===== src/rtl/muldiv_unit.sv =====
// Iterative MIPS multiply/divide unit with HI/LO registers.
// One shift-add or restoring-divide step per cycle; stalls EX while busy.
module muldiv_unit #(
   parameter int DATA_WIDTH  = 32,
   parameter int FUNCT_WIDTH = 6,
   parameter int CNT_WIDTH   = $clog2(DATA_WIDTH) + 1
) (
   input  logic                   clk,
   input  logic                   rst,
   input  logic                   en,
   input  logic [FUNCT_WIDTH-1:0] funct,
   input  logic [DATA_WIDTH-1:0]  operand_a,
   input  logic [DATA_WIDTH-1:0]  operand_b,
   input  logic                   flush,
   output logic                   stall_req,
   output logic                   done,
   output logic [DATA_WIDTH-1:0]  hi,
   output logic [DATA_WIDTH-1:0]  lo,
   output logic [DATA_WIDTH-1:0]  rdata
);

   localparam int W = DATA_WIDTH;

   localparam logic [FUNCT_WIDTH-1:0] F_MFHI  = FUNCT_WIDTH'(16);
   localparam logic [FUNCT_WIDTH-1:0] F_MTHI  = FUNCT_WIDTH'(17);
   localparam logic [FUNCT_WIDTH-1:0] F_MFLO  = FUNCT_WIDTH'(18);
   localparam logic [FUNCT_WIDTH-1:0] F_MTLO  = FUNCT_WIDTH'(19);
   localparam logic [FUNCT_WIDTH-1:0] F_MULT  = FUNCT_WIDTH'(24);
   localparam logic [FUNCT_WIDTH-1:0] F_MULTU = FUNCT_WIDTH'(25);
   localparam logic [FUNCT_WIDTH-1:0] F_DIV   = FUNCT_WIDTH'(26);
   localparam logic [FUNCT_WIDTH-1:0] F_DIVU  = FUNCT_WIDTH'(27);

   typedef enum logic [1:0] {
      S_IDLE,
      S_MUL,
      S_DIV
   } state_t;

   state_t state, state_nxt;

   logic is_mul, is_div, is_sgn;
   logic is_mthi, is_mtlo, is_mfhi, is_mflo;
   logic accept, last;

   logic [CNT_WIDTH-1:0] cnt;
   logic [W-1:0]         opnd;
   logic [2*W-1:0]       acc;
   logic                 neg_q, neg_r;

   logic         a_neg, b_neg;
   logic [W-1:0] a_mag, b_mag;

   logic [W:0]     mul_sum;
   logic [W:0]     div_sh, div_diff;
   logic [W-1:0]   div_rem;
   logic [2*W-1:0] step, prod;
   logic [W-1:0]   res_hi, res_lo;

   always_comb begin
      is_mul  = 1'b0;
      is_div  = 1'b0;
      is_sgn  = 1'b0;
      is_mthi = 1'b0;
      is_mtlo = 1'b0;
      is_mfhi = 1'b0;
      is_mflo = 1'b0;
      case (funct)
         F_MFHI:  is_mfhi = 1'b1;
         F_MTHI:  is_mthi = 1'b1;
         F_MFLO:  is_mflo = 1'b1;
         F_MTLO:  is_mtlo = 1'b1;
         F_MULT:  begin is_mul = 1'b1; is_sgn = 1'b1; end
         F_MULTU: is_mul = 1'b1;
         F_DIV:   begin is_div = 1'b1; is_sgn = 1'b1; end
         F_DIVU:  is_div = 1'b1;
         default: ;
      endcase
   end

   assign accept    = en & (state == S_IDLE) & ~flush;
   assign stall_req = (state != S_IDLE) | (accept & (is_mul | is_div));
   assign last      = (cnt == CNT_WIDTH'(W - 1));

   always_comb begin
      rdata = '0;
      if (is_mfhi) rdata = hi;
      else if (is_mflo) rdata = lo;
   end

   always_ff @(posedge clk) begin
      if (!rst) state <= S_IDLE;
      else state <= state_nxt;
   end

   always_comb begin
      state_nxt = state;
      case (state)
         S_IDLE: begin
            if (accept & is_mul) state_nxt = S_MUL;
            else if (accept & is_div) state_nxt = S_DIV;
         end
         S_MUL, S_DIV: begin
            if (flush | last) state_nxt = S_IDLE;
         end
         default: state_nxt = S_IDLE;
      endcase
   end

   assign a_neg = is_sgn & operand_a[W-1];
   assign b_neg = is_sgn & operand_b[W-1];
   assign a_mag = a_neg ? -operand_a : operand_a;
   assign b_mag = b_neg ? -operand_b : operand_b;

   // acc holds {partial, multiplier} for MUL and {remainder, dividend/quotient} for DIV
   always_comb begin
      mul_sum  = {1'b0, acc[2*W-1:W]} + (acc[0] ? {1'b0, opnd} : '0);
      div_sh   = {acc[2*W-1:W], acc[W-1]};
      div_diff = div_sh - {1'b0, opnd};
      div_rem  = div_diff[W] ? div_sh[W-1:0] : div_diff[W-1:0];
      if (state == S_MUL) step = {mul_sum, acc[W-1:1]};
      else step = {div_rem, acc[W-2:0], ~div_diff[W]};
      prod   = neg_q ? -step : step;
      res_hi = prod[2*W-1:W];
      res_lo = prod[W-1:0];
      if (state == S_DIV) begin
         res_lo = neg_q ? -step[W-1:0] : step[W-1:0];
         res_hi = neg_r ? -step[2*W-1:W] : step[2*W-1:W];
      end
   end

   always_ff @(posedge clk) begin
      if (!rst) begin
         hi    <= '0;
         lo    <= '0;
         cnt   <= '0;
         done  <= 1'b0;
         acc   <= '0;
         opnd  <= '0;
         neg_q <= 1'b0;
         neg_r <= 1'b0;
      end else begin
         done <= 1'b0;
         if (state == S_IDLE) begin
            cnt <= '0;
            if (accept & is_mthi) hi <= operand_a;
            if (accept & is_mtlo) lo <= operand_a;
            if (accept & (is_mul | is_div)) begin
               opnd  <= is_mul ? a_mag : b_mag;
               acc   <= {{W{1'b0}}, is_mul ? b_mag : a_mag};
               // a zero divisor keeps the all-ones quotient unsigned
               neg_q <= (a_neg ^ b_neg) & (is_mul | (operand_b != '0));
               neg_r <= is_div & a_neg;
            end
         end else if (flush) begin
            cnt <= '0;
         end else begin
            acc <= step;
            cnt <= cnt + 1'b1;
            if (last) begin
               hi   <= res_hi;
               lo   <= res_lo;
               done <= 1'b1;
               cnt  <= '0;
            end
         end
      end
   end

endmodule


===== config.mk =====
export PLATFORM = sky130hd
export DESIGN_NAME = muldiv_unit
export DESIGN_NICKNAME = d
export VERILOG_FILES = /design/src/rtl/muldiv_unit.sv
export SDC_FILE = /design/constraint.sdc
export NUM_CORES = 1
export LEC_CHECK = 0
export CAP_MARGIN = 20
export CORE_AREA = 2 2 191 193
export CTS_BUF_LIST = sky130_fd_sc_hd__clkbuf_16
export CTS_CLUSTER_DIAMETER = 50
export DETAILED_ROUTE_END_ITERATION = 12
export DIE_AREA = 0 0 193 195
export MAX_ROUTING_LAYER = met4
export PLACE_DENSITY = 0.65
export SLEW_MARGIN = 15
export SYNTH_ARGS = -nofsm -noshare
export SYNTH_HDL_FRONTEND = slang
export SYNTH_SLANG_ARGS = --single-unit

===== constraint.sdc =====
create_clock -name clk -period 5.7 [get_ports clk]
set_input_delay 0.855 -clock clk [delete_from_list [all_inputs] [get_ports clk]]
set_output_delay 0.855 -clock clk [all_outputs]
set_load 0.005 [all_outputs]

Word-level counts from Yosys, hierarchy flattened
Cells that the tools add are included.
{"block": "op_classes", "n_addsub": 8, "eq_ne": 17, "n_mux": 37, "n_bitwise": 19, "reduce_logical": 15}
{"op": "$mux W32", "n": 20}
{"op": "$mux W64", "n": 5}
{"op": "$neg A32 Y32", "n": 4}
{"op": "$neg A64 Y64", "n": 1}
{"op": "$eq A6 B5 Y1 const B", "n": 9}
{"op": "$add A32 B32 Y33", "n": 1}
{"op": "$sub A33 B32 Y33", "n": 1}
{"op": "$reduce_bool A32 Y1", "n": 1}
{"op": "$and A1 B1 Y1", "n": 11}
{"op": "$mux W1", "n": 8}
{"op": "$reduce_or A2 Y1", "n": 4}
{"op": "$add A6 B1 Y6 const B", "n": 1}
{"op": "$mux W2", "n": 3}
{"op": "$ne A2 B1 Y1 const B", "n": 3}
{"op": "$reduce_and A2 Y1", "n": 3}
{"op": "$reduce_and A3 Y1", "n": 2}
{"op": "$ne A2 B2 Y1 const B", "n": 2}
{"op": "$or A1 B1 Y1", "n": 4}
{"op": "$pmux W2 S2", "n": 1}
{"op": "$reduce_bool A2 Y1", "n": 2}
{"op": "$reduce_or A4 Y1", "n": 1}
{"op": "$ne A3 B3 Y1 const B", "n": 1}
{"op": "$not A1 Y1", "n": 3}
{"op": "$reduce_or A3 Y1", "n": 1}
{"op": "other kinds (4)", "n": 4}
{"block": "word_totals", "reg_bits": 171, "inputBits": 74, "out_inout_bits": 98, "word_cells": 105}

Longest topological paths before layout
{"block": "logic_depth", "depth_word": 9, "mapped_depth": 27}

Worst setup path before layout
Ideal clock, no wire load.
{"block": "synth_timing", "kind": "reg-to-reg", "from": "register acc[31]", "to": "register hi[22]", "setup_ps": 116, "t_arrival_ps": 4796, "t_required_ps": 5584, "setup_slack_ps": 787, "path_stages_with_launch": 28, "n_path_buf": 2, "synth_period_minus_slack_ps": 4913, "path_cell_list": "dfxtp_1 inv_1 ha_1 inv_1 fa_1 a211oi_2 o211ai_2 a22o_4 o211a_4 o21ai_2 buf_6 nand2_2 buf_2 nor2_1 nor2_1 o21ai_0 ha_1 nand2_1 nor2_1 nand2_1 a21oi_1 a211oi_1 nor4_4 nand4_1 o31ai_1 xor2_1 o211ai_1 o211a_1"}
{"block": "synth_via", "elab_chain_cells": 9, "elab_cells_between_ends": 12, "classes_between": "add/sub (3); mux (8); bitwise (1)"}
{"item": "start, declared", "line": "47", "rtl": "logic [2*W-1:0] acc;"}
{"item": "start signal, assigned", "line": "149", "rtl": "acc <= {{W{1'b0}}, is_mul ? b_mag : a_mag};"}
{"item": "start signal, assigned", "line": "157", "rtl": "acc <= step;"}
{"item": "$sub A33 B32 Y33", "line": "118", "rtl": "div_diff = div_sh - {1'b0, opnd};"}
{"item": "$mux W32 / $not A1 Y1 (equally long branches)", "line": "119, 121"}
{"item": "$mux W64 (*)", "line": "120", "rtl": "if (state == S_MUL) step = {mul_sum, acc[W-1:1]};"}
{"item": "$neg A64 Y64 / $neg A32 Y32 (equally long branches)", "line": "122, 127"}
{"item": "$mux W64 / $mux W32 (equally long branches)", "line": "122, 127"}
{"item": "$mux W32 (*)", "line": "125", "rtl": "if (state == S_DIV) begin"}
{"item": "$mux W32 (*)", "line": "159", "rtl": "if (last) begin"}
{"item": "$mux W32 (*)", "line": "154", "rtl": "end else if (flush) begin"}
{"item": "$mux W32 (*)", "line": "143", "rtl": "if (state == S_IDLE) begin"}
{"item": "end signal, assigned", "line": "145", "rtl": "if (accept & is_mthi) hi <= operand_a;"}
{"item": "end signal, assigned", "line": "160", "rtl": "hi <= res_hi;"}
{"item": "end, declared", "line": "17", "rtl": "output logic [DATA_WIDTH-1:0] hi,"}
Every way passes the cells marked *; elsewhere a longest branch is shown, timed or not. The select of a mux whose other input is x is not followed.
A chain may end at the register's enable or synchronous reset.

Worst setup path in the final report
{"block": "layout_timing", "from": "register acc[0]", "to": "register hi[27]"}
{"block": "layout_via", "elab_chain_cells": 9, "elab_cells_between_ends": 11, "classes_between": "add/sub (3); mux (8)"}
{"item": "$mux W32", "line": "116", "rtl": "mul_sum = {1'b0, acc[2*W-1:W]} + (acc[0] ? {1'b0, opnd} : '0);"}
{"item": "$add A32 B32 Y33", "line": "116"}
{"item": "$mux W64 (*)", "line": "120"}
{"item": "$neg A64 Y64 / $neg A32 Y32 (equally long branches)", "line": "122, 127"}
{"item": "$mux W64 / $mux W32 (equally long branches)", "line": "122, 127"}
{"item": "$mux W32 (*)", "line": "125"}
{"item": "$mux W32 (*)", "line": "159"}
{"item": "$mux W32 (*)", "line": "154"}
{"item": "$mux W32 (*)", "line": "143"}
Marks and branches as above.

==> qor.csv <==
metric,value,unit
CTS buffer count,17,
CTS tree,yes,
"reg-to-reg slack, setup",0.45,ns
largest cells by area after synthesis,"dfxtp_1 22%, a21oi_1 6.8%, nand2_1 6.7%",
Internal,2200,uW
CP Capture Type,register,
CP arrival,5.65,ns
minimum clock period,5.25,ns
reg-to-reg endpoint,hi[27],
Comb pwr share,29.9,%
pin count of the biggest net entering global routing,76,
Post-CTS Hold Fix Bufs,0,
"slowest stage cell, crit path",o21ai_0,
Setup crit start,acc[0],
Hold Startpoint,cnt[0],
Clk pwr share,35.7,%
CP Cell Sequence,and2_1 -> ha_1 -> fa_1 -> a211oi_1 -> o21ai_0 -> o21a_1 -> nor2_1 -> o21ai_0 -> mux2_2 -> o31ai_4 -> nand2b_1 -> or4_4 -> nor4_1 -> or3b_1 -> a21oi_1 -> o31ai_2,
vias in the first global route,16200,
final setup violating endpoints,0,
max_slew headroom,33.1,%
Setup WS pre-CTS,0.375,ns
final hold viol count,0,
grt ovf,0,
clock latency on the worst-skew pair,0.48,ns
core area,35400,um2
post-DP HPWL,54900,um
max_cap viols,0,
vias per inst,6.28,
Seq cells post-synth,171,
mapped cell area,15800,um2
1st-iter DRT viols,1841,
Worst EP required,6.10,ns
crit-path max FO,10,
area grow syn2layout,17.9,%
RSZ-0062 raised after global routing,false,
footprint of the multi-input gates,11600,um2
status,"finished, final reports clean",
period utilisation layout,92.2,%
IO Pins,172,
fin. max-slew vios,0,
power per cell area,188,nW/um2
worst hold path type,reg2reg,
Peak VDD IR,0.235,mV
Flop pwr share,34.4,%
layout cells sized above 1,6.96,%
syn avg cell area,7.23,um2
post-synthesis cell type count,100,
first-pass GRT wire length,103000,um
Routed wire per std cell,25.1,um
"Seq/Total Area, Yosys",21.7,%
Total Wirelength,69700,um
Synth area leader,dfxtp_1,
post-route ant nets,0,
highest clock rate,0.190,GHz
switching power,1310,uW
initial antenna violation count,3,
r2r startpoint,acc[0],
via count,17400,
setup tns final,0,ns
cells after synthesis,2185,
Synth top cells by count,"282 x nand2_1, 214 x a21oi_1, 173 x o21ai_0, 171 x dfxtp_1, 163 x nor2_1",
Max clock buf depth,2,
row cnt,69,
area share of the largest cell type after synthesis,21.7,%
die area,37600,um2
Async SR Flop Fraction,0,%
R2R depth,16,
CTS sink cnt,171,
leakage power,0.00694,uW
CP endpoint,hi[27],
Storage cell area,3420,um2
most common flop cell mapped by yosys,dfxtp_1,
syn_nets,2333,
most common cell in the synthesized netlist,nand2_1,
Post-layout nets,2448,
CP Class,reg2reg,
Die Y,195,um
root buffer cell,clkbuf_16,
"Warnings, synthesis",0,
Startpoint Class,register,
Clock Skew,0.0205,ns
fin worst setup slack,0.446,ns
TritonRoute pass-1 iters,6,
Post-route DRC,0,
width of the die,193,um
Fillers,3562,
"EDFF count, synth",0,
most used cell along the critical path,o21ai_0,
Initial Utilization,44.6,%
worst slew pin tran,0.993,ns
H-tree levels,4,
I/O Buffers,171,
CP max stage delay,0.80,ns
Clock transition at path regs,0.09,ns
total track usage,37.9,%
Sw Ratio,37.2,%
GP Congestion,1.03,
## kinds of logic (layout without fill, tap and decap cells)
logic type,count (synthesis),count (layout),share of synthesized area (%)
buffers and inverters,200,328,5.29
flip-flops,171,171,21.7
multiplexers,44,44,2.82
AO/OA/AOI/OAI,752,752,31.3
AND/OR/NAND/NOR,771,771,23.4
other,0,2,0
XOR/XNOR,173,173,9.59
adder cells (fa/ha/maj),74,74,5.96
## area by class of cell
cell class	count	share of cell area, %
clock buffers	17	2.28
diodes	2	0.0269
inverters	61	1.23
clock inverters	15	0.927
well taps	461	3.10
flip-flops and latches	171	18.4
repair buffers	235	11.7
multi-input cells	1814	62.3
## placed cells by master, fill, tap and decap left out, types with 64 or more instances in the layout
| cell type | Yosys | final |
|---|---|---|
| a21oi_1 | 214 | 214 |
| buf_4 | 6 | 64 |
| clkdlybuf4s50_1 | 0 | 170 |
| dfxtp_1 | 171 | 171 |
| ha_1 | 72 | 70 |
| nand2_1 | 282 | 281 |
| nor2_1 | 163 | 162 |
| nor3_1 | 69 | 68 |
| o211ai_1 | 76 | 76 |
| o21ai_0 | 173 | 170 |
| xnor2_1 | 101 | 101 |
| xor2_1 | 72 | 72 |
## how the worst min path moves through the flow
stage / endpoint / cells after the start / slack (ns)
after global routing: cnt[0] / 1 / 0.48
final: cnt[0] / 1 / 0.46
after global placement: cnt[0] / 1 / 0.43
after floorplan: cnt[0] / 1 / 0.42
after detailed placement: cnt[0] / 1 / 0.45
after CTS: cnt[0] / 1 / 0.46
## per-stage QoR
step,cells,hold slack (ns),utilization [%],instance area (um2),total power (uW)
floorplan,2185,0.418,-,15800,1870
CTS,2772,0.458,52.5,18600,3490
detailed placement,2740,0.445,50.9,18000,2250
finish,2776,0.458,52.6,18600,3510
global placement,2740,0.431,50.9,18000,2250
global route,2776,0.477,52.6,18600,3630
## critical path: cells and delay by family (launching register included)
family                     cells  cell delay, ns
muxes                          1            0.42
and+or+nand+nor                6            1.67
AOI/OAI and AO/OA              7            2.08
DFF                            1            0.54
adders and majority gates      2            0.48
## registers in the layout, indices dropped and copies added, names as in the netlist
register	count
done	1
neg_r	1
cnt	6
opnd	32
acc	64
state	2
hi	32
neg_q	1
lo	32
## timing repair
item                                    in CTS  in global routing
endpoints found under the setup margin       0                  9
endpoints found under the hold margin        0                  0
buffers inserted                             0                  2
gates resized for setup                      0                  2
## metal layers
metal / part of all wire (%) / GRT usage [%]
met3: 7.5 / 5.79
met1: 41 / 47.9
met2: 46 / 58.5
met4: 5.5 / 19.1
met5: 0 / -
## power groups by stage
stage	Combinational (uW)	Sequential, uW	Clock (uW)
after floorplan	642	1230	0
after global placement	1020	1230	0
after detailed placement	1020	1240	0
after CTS	1020	1210	1260
after global routing	1110	1210	1310
final	1050	1210	1250
(Power assumes the default switching activity.)
